$ cat config.mk
export PLATFORM = sky130hd
export DESIGN_NAME = usb_protocol
export DESIGN_NICKNAME = d
export VERILOG_FILES = /design/src/rtl/usb_protocol.sv
export SDC_FILE = /design/constraint.sdc
export NUM_CORES = 1
export LEC_CHECK = 0
export BUFFER_PORTS_ARGS = -buffer_cell sky130_fd_sc_hd__clkbuf_2
export CORE_MARGIN = 5
export CORE_UTILIZATION = 45
export DETAILED_ROUTE_END_ITERATION = 16
export GPL_ROUTABILITY_DRIVEN = 1
export GPL_TIMING_DRIVEN = 0
export PLACE_DENSITY = 0.84
export SETUP_SLACK_MARGIN = 0.4
export SKIP_LAST_GASP = 1
export SYNTH_ARGS = -nofsm -noshare
export SYNTH_HDL_FRONTEND = slang
export SYNTH_SLANG_ARGS = --single-unit
$ cat constraint.sdc
create_clock -name clk -period 3.9 [get_ports clk]
set_input_delay 0.195 -clock clk [delete_from_list [all_inputs] [get_ports clk]]
set_output_delay 0.195 -clock clk [all_outputs]
set_load 0.01 [all_outputs]
$ cat src/rtl/usb_protocol.sv
`timescale 1ns/1ps
`default_nettype none
// usb_protocol: host-side USB transaction engine that sequences token, DATA0 and
// handshake packets, with a per-attempt response timeout and bounded retry.
module usb_protocol #(
  parameter int MAX_RETRY = 8,
  parameter int TIMEOUT   = 255
) (
  input  logic        clk,
  input  logic        rst_L,
  input  logic        txn_start,
  input  logic        txn_is_in,
  input  logic [6:0]  txn_addr,
  input  logic [3:0]  txn_endp,
  input  logic [63:0] txn_wdata,
  output logic        busy,
  output logic        txn_done,
  output logic        txn_ok,
  output logic [63:0] txn_rdata,
  output logic [3:0]  pid,
  output logic [3:0]  endp,
  output logic [6:0]  addr,
  output logic [63:0] data,
  output logic        pkttype,
  output logic        pktready_bs,
  input  logic        down_ready,
  input  logic        sending_usb,
  input  logic [63:0] rx_data,
  input  logic        rx_pktready,
  input  logic        rx_error,
  input  logic        rx_ack,
  input  logic        rx_nak,
  input  logic        inpipe_recving
);

  localparam int TMR_W = $clog2(TIMEOUT + 1);
  localparam int ATT_W = $clog2(MAX_RETRY + 1);

  localparam logic [3:0] PID_OUT   = 4'b0001;
  localparam logic [3:0] PID_IN    = 4'b1001;
  localparam logic [3:0] PID_DATA0 = 4'b0011;
  localparam logic [3:0] PID_ACK   = 4'b0010;
  localparam logic [3:0] PID_NAK   = 4'b1010;

  typedef enum logic [3:0] {
    S_IDLE, S_TOK, S_TOK_WAIT, S_DATA, S_DATA_WAIT, S_RESP, S_HS, S_HS_WAIT, S_FIN
  } state_e;

  state_e             state_q, state_d;
  logic               is_in_q, is_in_d;
  logic               hs_ack_q, hs_ack_d;
  logic               seen_q, seen_d;
  logic [TMR_W-1:0]   timer_q, timer_d;
  logic [ATT_W-1:0]   att_q, att_d;
  logic [3:0]         pid_q, pid_d;
  logic [6:0]         addr_q, addr_d;
  logic [3:0]         endp_q, endp_d;
  logic [63:0]        data_q, data_d;
  logic               pkttype_q, pkttype_d;
  logic               pkt_q, pkt_d;
  logic               ok_q, ok_d;
  logic [63:0]        rdata_q, rdata_d;

  logic launch, pkt_done, timeout, fail;

  assign launch   = down_ready && !sending_usb;
  // A packet is complete once sending_usb has been observed high and is low again.
  assign pkt_done = seen_q && !sending_usb;
  assign timeout  = (timer_q == TMR_W'(TIMEOUT));

  always_ff @(posedge clk or negedge rst_L) begin
    if (!rst_L) begin
      state_q   <= S_IDLE;
      is_in_q   <= 1'b0;
      hs_ack_q  <= 1'b0;
      seen_q    <= 1'b0;
      timer_q   <= '0;
      att_q     <= '0;
      pid_q     <= 4'b0;
      addr_q    <= 7'b0;
      endp_q    <= 4'b0;
      data_q    <= 64'b0;
      pkttype_q <= 1'b0;
      pkt_q     <= 1'b0;
      ok_q      <= 1'b0;
      rdata_q   <= 64'b0;
    end else begin
      state_q   <= state_d;
      is_in_q   <= is_in_d;
      hs_ack_q  <= hs_ack_d;
      seen_q    <= seen_d;
      timer_q   <= timer_d;
      att_q     <= att_d;
      pid_q     <= pid_d;
      addr_q    <= addr_d;
      endp_q    <= endp_d;
      data_q    <= data_d;
      pkttype_q <= pkttype_d;
      pkt_q     <= pkt_d;
      ok_q      <= ok_d;
      rdata_q   <= rdata_d;
    end
  end

  always_comb begin
    state_d   = state_q;
    is_in_d   = is_in_q;
    hs_ack_d  = hs_ack_q;
    seen_d    = seen_q | sending_usb;
    timer_d   = timer_q;
    att_d     = att_q;
    pid_d     = pid_q;
    addr_d    = addr_q;
    endp_d    = endp_q;
    data_d    = data_q;
    pkttype_d = pkttype_q;
    pkt_d     = 1'b0;
    ok_d      = ok_q;
    rdata_d   = rdata_q;
    fail      = 1'b0;

    case (state_q)
      S_IDLE: begin
        if (txn_start) begin
          is_in_d   = txn_is_in;
          addr_d    = txn_addr;
          endp_d    = txn_endp;
          data_d    = txn_wdata;
          att_d     = '0;
          ok_d      = 1'b0;
          rdata_d   = 64'b0;
          pid_d     = txn_is_in ? PID_IN : PID_OUT;
          pkttype_d = 1'b0;
          state_d   = S_TOK;
        end
      end
      S_TOK, S_DATA, S_HS: begin
        if (launch) begin
          pkt_d  = 1'b1;
          seen_d = 1'b0;
          state_d = (state_q == S_TOK)  ? S_TOK_WAIT :
                    (state_q == S_DATA) ? S_DATA_WAIT : S_HS_WAIT;
        end
      end
      S_TOK_WAIT: begin
        if (pkt_done) begin
          if (is_in_q) begin
            timer_d = '0;
            state_d = S_RESP;
          end else begin
            pid_d     = PID_DATA0;
            pkttype_d = 1'b1;
            state_d   = S_DATA;
          end
        end
      end
      S_DATA_WAIT: begin
        if (pkt_done) begin
          timer_d = '0;
          state_d = S_RESP;
        end
      end
      S_RESP: begin
        if (!inpipe_recving) timer_d = timer_q + TMR_W'(1);
        if (is_in_q) begin
          if (rx_error || (!rx_pktready && !rx_nak && timeout)) begin
            hs_ack_d  = 1'b0;
            pid_d     = PID_NAK;
            pkttype_d = 1'b0;
            state_d   = S_HS;
          end else if (rx_pktready) begin
            rdata_d   = rx_data;
            hs_ack_d  = 1'b1;
            pid_d     = PID_ACK;
            pkttype_d = 1'b0;
            state_d   = S_HS;
          end else if (rx_nak) begin
            fail = 1'b1;
          end
        end else begin
          if (rx_error) begin
            fail = 1'b1;
          end else if (rx_ack) begin
            ok_d    = 1'b1;
            state_d = S_FIN;
          end else if (rx_nak || timeout) begin
            fail = 1'b1;
          end
        end
      end
      S_HS_WAIT: begin
        if (pkt_done) begin
          if (hs_ack_q) begin
            ok_d    = 1'b1;
            state_d = S_FIN;
          end else begin
            fail = 1'b1;
          end
        end
      end
      S_FIN:   state_d = S_IDLE;
      default: state_d = S_IDLE;
    endcase

    // Failed attempts either retry from the token or give up after MAX_RETRY tries.
    if (fail) begin
      att_d = att_q + ATT_W'(1);
      if (att_q == ATT_W'(MAX_RETRY - 1)) begin
        state_d = S_FIN;
      end else begin
        pid_d     = is_in_q ? PID_IN : PID_OUT;
        pkttype_d = 1'b0;
        state_d   = S_TOK;
      end
    end
  end

  assign busy        = (state_q != S_IDLE);
  assign txn_done    = (state_q == S_FIN);
  assign txn_ok      = ok_q;
  assign txn_rdata   = rdata_q;
  assign pid         = pid_q;
  assign addr        = addr_q;
  assign endp        = endp_q;
  assign data        = data_q;
  assign pkttype     = pkttype_q;
  assign pktready_bs = pkt_q;

endmodule
`default_nettype wire

==> results of run 1 <==
==> layout by cell type, fill, tap and decap left out, types with 3 or more instances in the layout <==
| cell type | n |
|---|---|
| a211oi_1 | 4 |
| clkbuf_2 | 296 |
| inv_1 | 5 |
| nor3b_1 | 3 |
| and3_1 | 3 |
| nand2_1 | 371 |
| o31ai_1 | 7 |
| a21oi_1 | 16 |
| o21ai_0 | 59 |
| or3_1 | 4 |
| inv_6 | 5 |
| dfrtp_1 | 165 |
| o21ai_1 | 22 |
| buf_6 | 3 |
| dlygate4sd3_1 | 113 |
| clkbuf_1 | 27 |
| clkinv_4 | 3 |
| nor2_1 | 22 |
| buf_2 | 16 |
| nor4b_1 | 4 |
| nand3_1 | 10 |
| clkbuf_16 | 17 |
| nand2b_1 | 7 |
==> worst min-delay path, cell delays in order <==
cell      delay, ps
clkbuf_2         80
nand2_1          40
o21ai_0          60
==> cell families after synthesis <==
group | Yosys count | synth area share (%)
and+or+nand+nor | 440 | 26.1
DFF | 165 | 59.7
AOI/OAI and AO/OA | 122 | 10.1
buffers and inverters | 54 | 3.54
adders and majority gates | 2 | 0.362
xor gates and xnor gates | 1 | 0.127
muxes | 1 | 0.145
==> final timing paths <==
check	cells past startpoint	endpoint	startpoint
setup / recovery	8	addr[2]$_DFFE_PN0P_	state_q[1]$_DFFE_PN0P_
hold / removal	3	txn_rdata[60]$_DFFE_PN0P_	rx_data[60]
setup reg to reg	8	addr[2]$_DFFE_PN0P_	state_q[1]$_DFFE_PN0P_
hold reg to reg	2	endp[3]$_DFFE_PN0P_	endp[3]$_DFFE_PN0P_
max in group asynchronous	3	data[63]$_DFFE_PN0P_	rst_L
min in group asynchronous	2	txn_rdata[34]$_DFFE_PN0P_	rst_L
==> report_power, final <==
part           internal, mW  switching [mW]
clock network         0.916           0.738
registers              2.42           0.466
logic                  1.17            1.97
==> area by class of cell <==
class / instances / area, um2
clock inverter: 14 / 140
inverter: 6 / 22.5
tap: 188 / 235
fill: 1070 / 4760
sequential: 165 / 4130
multi-input combinational: 566 / 2540
antenna: 1 / 2.50
timing repair buffer: 411 / 2650
clock buffer: 18 / 439
buffer: 48 / 223
==> through the flow <==
| step | util, % | cells |
|---|---|---|
| finish | 68.6 | 1417 |
| global placement | 57.1 | 1270 |
| floorplan | - | 785 |
| detailed placement | 57.3 | 1271 |
| global route | 68.6 | 1416 |
| CTS | 68.6 | 1416 |
==> repair_timing <==
action / 4_1_cts / 5_1_grt
endpoints found under the hold margin: 195 / 0
setup endpoints to repair: 0 / 0
hold buffers: 113 / 0
==> routing by layer <==
| layer | routed length [um] | global-route usage (%) | vias up |
|---|---|---|---|
| met5 | 0 | 0 | - |
| met4 | 1330 | 15.9 | 0 |
| met3 | 2460 | 8.51 | 108 |
| met2 | 12000 | 46.6 | 487 |
| met1 | 8940 | 30.9 | 3452 |
| li1 | - | - | 3397 |
==> flip-flops by register name, summed over array words and instances, names as in the netlist <==
register / count
txn_ok: 1
pktready_bs: 1
hs_ack_q: 1
addr: 7
seen_q: 1
state_q: 4
txn_rdata: 64
endp: 4
timer_q: 8
pkttype: 1
att_q: 4
pid: 4
data: 64
is_in_q: 1
==> impl_metrics.csv, run 1 <==
group,metric,value,unit
detailed_routing,ant_nets,0,
synthesis,yosysTopAreaCellShare,59.7,%
clock_tree,clk_latency,420,ps
clock_tree,cts_sinks,165,
timing,maxSlewViolCount,0,
placed_design,placed_area,8680,um2
critical_path,slowest_delay,480,ps
clock_tree,cts_tree,"built",
floorplanning,ioPinCount,298,
critical_path,crit_chain,"buf_2 > nor4_1 > and2_1 > clkbuf_1 > buf_2 > buf_2 > nand2_1 > nand2_1",
clock_tree,postCtsSetupBuffers,0,
synthesis,yosys-top-cells-count,"371 x nand2_1, 165 x dfrtp_1, 59 x o21ai_0",
layout,layout.nets,1367,
timing,clock_skew,8.40,ps
detailed_routing,drt_iter0_markers,449,
clock_tree,clockRootBuffer,"clkbuf_16",
detailed_routing,routed_via_density,5.25,
critical_path,path_buf_inv,4,
detailed_routing,drc_errors,0,
grt,grt-ovfl-total,0,
synthesis,async_flop_share,100,%
timing,fin_crit,2520,ps
power_and_ir_drop,power_density,739,nW/um2
grt,grt_pass1_wl,39.2,mm
placed_design,numPortBuffers,297,
synthesis,synthCells,785,
timing,min_period_over_period,64.5,%
timing,worst_pin_slew,698,ps
grt,antenna_found_initial,0,
grt,grt.total_usage,27.6,%
synthesis,synth_edf_count,0,
layout,fin_area,10400,um2
placed_design,post-dp-hpwl,15.9,mm
detailed_routing,drt-pass1-iter-count,5,
placed_design,gp_congestion,0.882,
timing,whs,7.91,ps
floorplanning,design.die.area,18000,um2
critical_path,worstPathArrival,2870,ps
worst_hold_path,hp-class,"input port to register",
synthesis,ys.flop_type,"dfrtp_1",
critical_path,ff2ff_setup_slack,1380,ps
grt,grt_pass1_vias,7746,
timing,finalHoldViolations,0,
synthesis,yosysWarningCount,0,
timing,fin_ws,1380,ps
floorplanning,die_height,134,um
synthesis,synth_most_common_cell,"nand2_1",
clock_tree,cts-resized-gates,0,
detailed_routing,dr_total_vias,7444,
floorplanning,rows,45,
clock_tree,cts-buffers-inserted,17,
critical_path,path_delay_family,"buffers and inverters",
critical_path,cp.required,4250,ps
timing,rsz0062_at_grt,"no",
synthesis,yosys_register_bits,165,
synthesis,syn-num-nets,937,
critical_path,path_class,"register to register",
flow_run,maxCapViolCount,0,
grt,grt_max_degree,85,
timing,clock.fmax,397,MHz
placed_design,place_worst_setup_slack,1470,ps
synthesis,syn_avg_cell_area,8.81,um2
clock_tree,path_clk_slew,70,ps
synthesis,yosysTopAreaCell,"dfrtp_1",
detailed_routing,wirelength,24.7,mm
critical_path,cp_common_cell,"buf_2",
floorplanning,die_w,134,um
layout,drive_above_1_share,28.9,%
floorplanning,start_util,45.7,%
critical_path,crit_path_end_kind,"register",
timing,finalSetupTns,0,ps
critical_path,worstPathMaxFanout,10,
critical_path,crit_path_start_kind,"register",
clock_tree,cts_buffer_depth,2,
synthesis,synth_area,6920,um2
synthesis,ys_types,47,
timing,setup_viol,0,
timing,timing.slew.headroom,53.5,%
power_and_ir_drop,p_leak,5.46,nW
run_status,status,"complete, no violations",
clock_tree,htreeDepth,4,
floorplanning,design.core.area,15100,um2
synthesis,yosysSeqAreaShare,59.7,%
power_and_ir_drop,ir_worst_vdd,0.449,mV
critical_path,cp_slowest_cell,"nor4_1",
detailed_routing,wl_per_cell,17.5,um
synthesis,synth.area.top_cells,"dfrtp_1 60%, nand2_1 20%, o21ai_0 4.3%",
power_and_ir_drop,total_power,7.68,mW
layout,area_growth,50.2,%
No activity file was read; power rests on OpenSTA's default activity.
==> run 2, diff against run 1 <==
--- a/config.mk
+++ b/config.mk
@@ -5,6 +5,7 @@
 export SDC_FILE = /design/constraint.sdc
 export NUM_CORES = 1
 export LEC_CHECK = 0
+export ABC_AREA = 1
 export BUFFER_PORTS_ARGS = -buffer_cell sky130_fd_sc_hd__clkbuf_2
 export CORE_MARGIN = 5
 export CORE_UTILIZATION = 45
==> constraint.sdc (replaced) <==
create_clock -name clk -period 2.4 [get_ports clk]
set_input_delay 0.12 -clock clk [delete_from_list [all_inputs] [get_ports clk]]
set_output_delay 0.12 -clock clk [all_outputs]
set_load 0.01 [all_outputs]
==> impl_metrics.csv, run 2 <==
group,metric,value,unit
power_and_ir_drop,ir_worst_vdd,0.782,mV
layout,layout.nets,1460,
flow_run,maxCapViolCount,0,
synthesis,syn-num-nets,991,
run_status,status,"complete, no violations",
layout,final_cells,1534,
placed_design,gp_congestion,0.900,
placed_design,post-dp-hpwl,16.5,mm
critical_path,worstPathArrival,2280,ps
timing,rsz0062_at_grt,"yes",
synthesis,ys.flop_type,"dfrtp_1",
synthesis,synth.area.top_cells,"dfrtp_1 58%, nand2_1 16%, nand3_1 5.9%",
timing,finalHoldViolations,0,
synthesis,synth_most_common_cell,"nand2_1",
grt,grt.total_usage,31.2,%
clock_tree,cts_tree,"built",
floorplanning,start_util,46.2,%
placed_design,numPortBuffers,297,
timing,min_period_over_period,81.4,%
timing,maxSlewViolCount,0,
critical_path,cp_common_cell,"nor2_4",
critical_path,crit_path_end_kind,"register",
detailed_routing,wirelength,28.6,mm
synthesis,yosys_register_bits,165,
worst_hold_path,hp-class,"input port to register",
synthesis,yosysTopAreaCellShare,58.3,%
clock_tree,cts_buffer_depth,2,
timing,setup_viol,0,
synthesis,syn_avg_cell_area,8.44,um2
floorplanning,design.die.area,18300,um2
critical_path,path_delay_family,"simple AND/OR/NAND/NOR gates",
detailed_routing,drc_errors,0,
timing,timing.slew.headroom,55.8,%
critical_path,crit_chain,"nor2_4 > nand2_4 > nor2_4 > o21ai_2 > a21oi_4 > buf_6 > buf_4 > nand3_1 > o21ai_1",
layout,area_growth,56.0,%
clock_tree,htreeDepth,4,
synthesis,yosysSeqAreaShare,58.3,%
floorplanning,die_w,135,um
timing,worst_pin_slew,663,ps
worst_hold_path,min_from,"rx_ack",
timing,clock.fmax,512,MHz
synthesis,async_flop_share,100,%
synthesis,synthCells,839,
critical_path,critPathLaunch,"state_q[2]$_DFFE_PN0P_",
floorplanning,rows,45,
layout,final_cell_mix,"298 x clkbuf_2, 297 x nand2_1, 164 x dfrtp_1",
grt,grt_pass1_wl,44.6,mm
critical_path,crit_path_start_kind,"register",
clock_tree,cts_sinks,165,
layout,final_common_cell,"clkbuf_2",
synthesis,yosys-top-cells-count,"299 x nand2_1, 165 x dfrtp_1, 92 x inv_1",
floorplanning,die_height,135,um
power_and_ir_drop,power_density,1220,nW/um2
detailed_routing,ant_nets,0,
critical_path,worstPathMaxFanout,10,
synthesis,synth_area,7080,um2
timing,finalSetupTns,0,ps
power_and_ir_drop,p_leak,5.92,nW
critical_path,slowest_delay,450,ps
clock_tree,clockRootBuffer,"clkbuf_16",
critical_path,reg2reg_from,"state_q[2]$_DFFE_PN0P_",
critical_path,cp_slowest_cell,"dfrtp_1",
grt,grt_pass1_vias,8550,
clock_tree,cts-buffers-inserted,17,
detailed_routing,wl_per_cell,18.6,um
detailed_routing,drt_iter0_markers,488,
critical_path,path_buf_inv,2,
detailed_routing,routed_via_density,5.28,
placed_design,placed_cells,1348,
critical_path,path_class,"register to register",
clock_tree,clk_latency,420,ps
floorplanning,design.core.area,15300,um2
layout,drive_above_1_share,29.4,%
synthesis,yosysWarningCount,0,
floorplanning,ioPinCount,298,
critical_path,cp.required,2730,ps
detailed_routing,drt-pass1-iter-count,5,
synthesis,ys_types,30,
grt,antenna_found_initial,1,
timing,clock_skew,11.9,ps
synthesis,synth_edf_count,0,
clock_tree,path_clk_slew,60,ps
synthesis,yosysTopAreaCell,"dfrtp_1",
timing,fin_crit,1950,ps
grt,grt_max_degree,88,
detailed_routing,dr_total_vias,8106,
grt,grt-ovfl-total,0,
run 2: cell types whose count changed after synthesis, sizes merged, moves of 5 or more:
cell and change:
nand2 -72, buf +8, xor2 +6, a21oi -10, nand2b -7, nand3 +74, inv +90, nor4b -5
o31ai -6, nor2 +18, nand4 +5, clkbuf -15
run 2: worst paths after layout:
check	to	slack, ps	depth (start not counted)
max	txn_rdata[14]$_DFFE_PN0P_	450	9
min	txn_ok$_DFFE_PN0P_	90	3
max reg2reg	txn_rdata[14]$_DFFE_PN0P_	450	9
min reg2reg	data[63]$_DFFE_PN0P_	470	2
max in group asynchronous	data[40]$_DFFE_PN0P_	1270	3
min in group asynchronous	txn_rdata[22]$_DFFE_PN0P_	280	2
run 2: cells by family after synthesis:
logic type / synth area share [%]
and+or+nand+nor: 25.5
DFF: 58.3
buffers and inverters: 8.44
AOI/OAI and AO/OA: 6.68
xor gates and xnor gates: 0.742
adders and majority gates: 0.353
run 2: area by class of cell:
class                      count  area, um2
antenna                        2       5.00
buffer                        41        260
clock buffer                  23        498
clock inverter                 9       92.6
fill                        1008       4270
inverter                      96        365
multi-input combinational    537       2410
sequential                   165       4130
tap                          211        264
timing repair buffer         450       3020
run 2: metrics by stage:
stage               area [um2]  total power [mW]  hold slack [ps]  util [%]  setup slack (ps)
floorplan                 7080              7.62             -176         -               787
global placement          8830              9.71              320      57.7             -1720
detailed placement        8870              9.89              188      57.9               343
CTS                      10900              12.8             56.7      71.2               423
global route             11000              14.2              129      72.1               394
finish                   11000              13.5             87.6      72.1               446
run 2: per-layer routing:
metal | up-vias | GRT usage (%) | part of all wire [%]
met4 | 0 | 18.4 | 5.7
met1 | 3810 | 34.2 | 35
met2 | 589 | 53.6 | 50
met3 | 144 | 9.10 | 9.8
li1 | 3563 | - | -
met5 | - | 0 | 0
run 2: power breakdown:
group / switching (mW) / internal [mW]
combinational: 3.77 / 2.19
clock: 1.14 / 1.58
sequential: 0.825 / 3.97
total: 5.73 / 7.73
run 2: what timing repair did:
item / in CTS / in global routing
hold buffers: 143 / 0
cloned: 0 / 1
pin swaps: 0 / 3
endpoints found under the setup margin: 25 / 110
setup buffers: 0 / 8
resized for setup: 3 / 26
hold endpoints to repair: 220 / 0
run 2: worst reg2reg max path, cell delays in order (launching register included):
cell     delay, ps
dfrtp_1        450
nor2_4         210
nand2_4         90
nor2_4         230
o21ai_2        110
a21oi_4        190
buf_6          150
buf_4          170
nand3_1        120
o21ai_1        140
==> run 3, diff against run 2 <==
==> constraint.sdc (replaced) <==
create_clock -name clk -period 1.8 [get_ports clk]
set_input_delay 0.09 -clock clk [delete_from_list [all_inputs] [get_ports clk]]
set_output_delay 0.09 -clock clk [all_outputs]
set_load 0.01 [all_outputs]
==> impl_metrics.csv, run 3 (synthesis gave the netlist of run 2 again) <==
group,metric,value,unit
clock_tree,clk_latency,430,ps
timing,clock_skew,10.5,ps
grt,grt.total_usage,32.7,%
timing,setup_viol,7,
grt,antenna_found_initial,2,
detailed_routing,ant_nets,0,
floorplanning,design.die.area,18300,um2
timing,rsz0062_at_grt,"yes",
detailed_routing,wl_per_cell,21.9,um
layout,final_common_cell,"clkbuf_2",
placed_design,gp_congestion,0.898,
detailed_routing,dr_total_vias,8823,
run_status,status,"complete, but fails checks",
timing,fin_ws,-68.2,ps
layout,layout.nets,1522,
critical_path,ff2ff_setup_slack,-70,ps
power_and_ir_drop,total_power,22.2,mW
critical_path,path_delay_family,"buffers and inverters",
critical_path,crit_path_start_kind,"register",
detailed_routing,drc_errors,0,
flow_run,maxCapViolCount,0,
clock_tree,cts_buffer_depth,2,
placed_design,numPortBuffers,297,
clock_tree,cts_tree,"built",
floorplanning,rows,45,
power_and_ir_drop,p_leak,6.62,nW
critical_path,slowest_delay,480,ps
critical_path,cp.required,2110,ps
floorplanning,die_height,135,um
floorplanning,design.core.area,15300,um2
clock_tree,path_clk_slew,70,ps
power_and_ir_drop,ir_worst_vdd,1.10,mV
layout,utilization,84.1,%
critical_path,path_buf_inv,6,
critical_path,crit_path_end_kind,"register",
clock_tree,cts_sinks,165,
critical_path,path_class,"register to register",
timing,finalHoldViolations,0,
layout,drive_above_1_share,44.5,%
clock_tree,cts-buffers-inserted,17,
detailed_routing,wirelength,35.1,mm
layout,area_growth,81.8,%
run_status,violations,"negative setup slack",
grt,grt-ovfl-total,0,
worst_hold_path,hp-class,"input port to register",
floorplanning,start_util,46.2,%
clock_tree,clockRootBuffer,"clkbuf_16",
detailed_routing,drt-pass1-iter-count,6,
clock_tree,htreeDepth,4,
power_and_ir_drop,power_density,1720,nW/um2
detailed_routing,drt_iter0_markers,697,
timing,maxSlewViolCount,0,
grt,grt_pass1_vias,8674,
detailed_routing,routed_via_density,5.51,
grt,grt_max_degree,94,
timing,fin_crit,1870,ps
timing,clock.fmax,535,MHz
layout,final_cell_mix,"298 x clkbuf_2, 194 x nand2_1, 162 x dfrtp_1",
timing,worst_pin_slew,621,ps
placed_design,post-dp-hpwl,16.1,mm
timing,min_period_over_period,104,%
timing,timing.slew.headroom,58.6,%
critical_path,crit_chain,"nor2_4 > nand2_4 > nor2_4 > buf_6 > buf_8 > inv_8 > buf_12 > buf_12 > buf_16 > nand2_2 > nand2_1",
critical_path,cp_slowest_cell,"dfrtp_2",
critical_path,worstPathMaxFanout,7,
floorplanning,ioPinCount,298,
critical_path,worstPathArrival,2180,ps
floorplanning,die_w,135,um
grt,grt_pass1_wl,46.4,mm
## run 3: cell types whose count changed in the layout (fill, tap and decap cells not counted), sizes merged
| cell | before | now |
|---|---|---|
| buf | 34 | 99 |
| clkbuf | 337 | 331 |
| clkinv | 8 | 2 |
| diode | 2 | 6 |
| inv | 96 | 99 |
| bufbuf | 0 | 2 |
| bufinv | 1 | 3 |
| clkinvlp | 0 | 2 |
## run 3: worst paths after layout
check	startpoint	end	depth (start not counted)
hold reg to reg	data[46]$_DFFE_PN0P_	data[46]$_DFFE_PN0P_	2
hold / removal	rx_pktready	hs_ack_q$_DFFE_PN0P_	3
min in group asynchronous	rst_L	txn_rdata[5]$_DFFE_PN0P_	2
setup / recovery	state_q[0]$_DFFE_PN0P_	data[51]$_DFFE_PN0P_	11
max in group asynchronous	rst_L	data[43]$_DFFE_PN0P_	3
setup reg to reg	state_q[0]$_DFFE_PN0P_	data[51]$_DFFE_PN0P_	11
## run 3: worst reg2reg max path: stages (launching register included)
cell and delay (ps):
dfrtp_2 480, nor2_4 170, nand2_4 70, nor2_4 150, buf_6 140, buf_8 130
inv_8 60, buf_12 150, buf_12 130, buf_16 130, nand2_2 70, nand2_1 70
## run 3: area by class of cell
class / count / area [um2]
Fill cell: 722 / 2440
Clock buffer: 23 / 488
Buffer: 41 / 517
Inverter: 96 / 373
Timing Repair inverter: 1 / 11.3
Multi-Input combinational cell: 537 / 3090
Timing Repair Buffer: 511 / 3840
Tap cell: 211 / 264
Antenna cell: 6 / 15.0
Clock inverter: 9 / 140
Sequential cell: 165 / 4130
## run 3: per-stage QoR
stage | instance area, um2 | TNS [ps] | setup slack, ps | instances | hold slack (ps)
2_1_floorplan | 7190 | 0 | 199 | 839 | -206
3_3_place_gp | 8940 | -377510 | -2580 | 1347 | 290
3_5_place_dp | 8980 | -11270 | -254 | 1348 | 129
4_1_cts | 11900 | 0 | 58.7 | 1569 | 118
5_1_grt | 12900 | -4600 | -125 | 1596 | 74.2
6_report | 12900 | -220 | -68.2 | 1600 | 64.9
## run 3: power by group
group / switching (mW) / internal, mW
clock: 1.58 / 2.35
combinational: 6.49 / 5.03
sequential: 1.44 / 5.29
total: 9.51 / 12.7
## run 3: metal layers
metal	wire length [um]	vias to the layer above	global-route usage (%)
li1	-	3698	-
met1	11600	4134	35.2
met2	17200	767	58.6
met3	3780	224	8.73
met4	2520	0	17.1
met5	0	-	0
## run 3: repair_timing
action	4_1_cts	5_1_grt
resized for setup	113	219
pin swaps	12	33
endpoints found under the setup margin	165	165
setup buffers	36	18
hold endpoints to repair	214	0
hold buffers	143	0
gates cloned	10	7
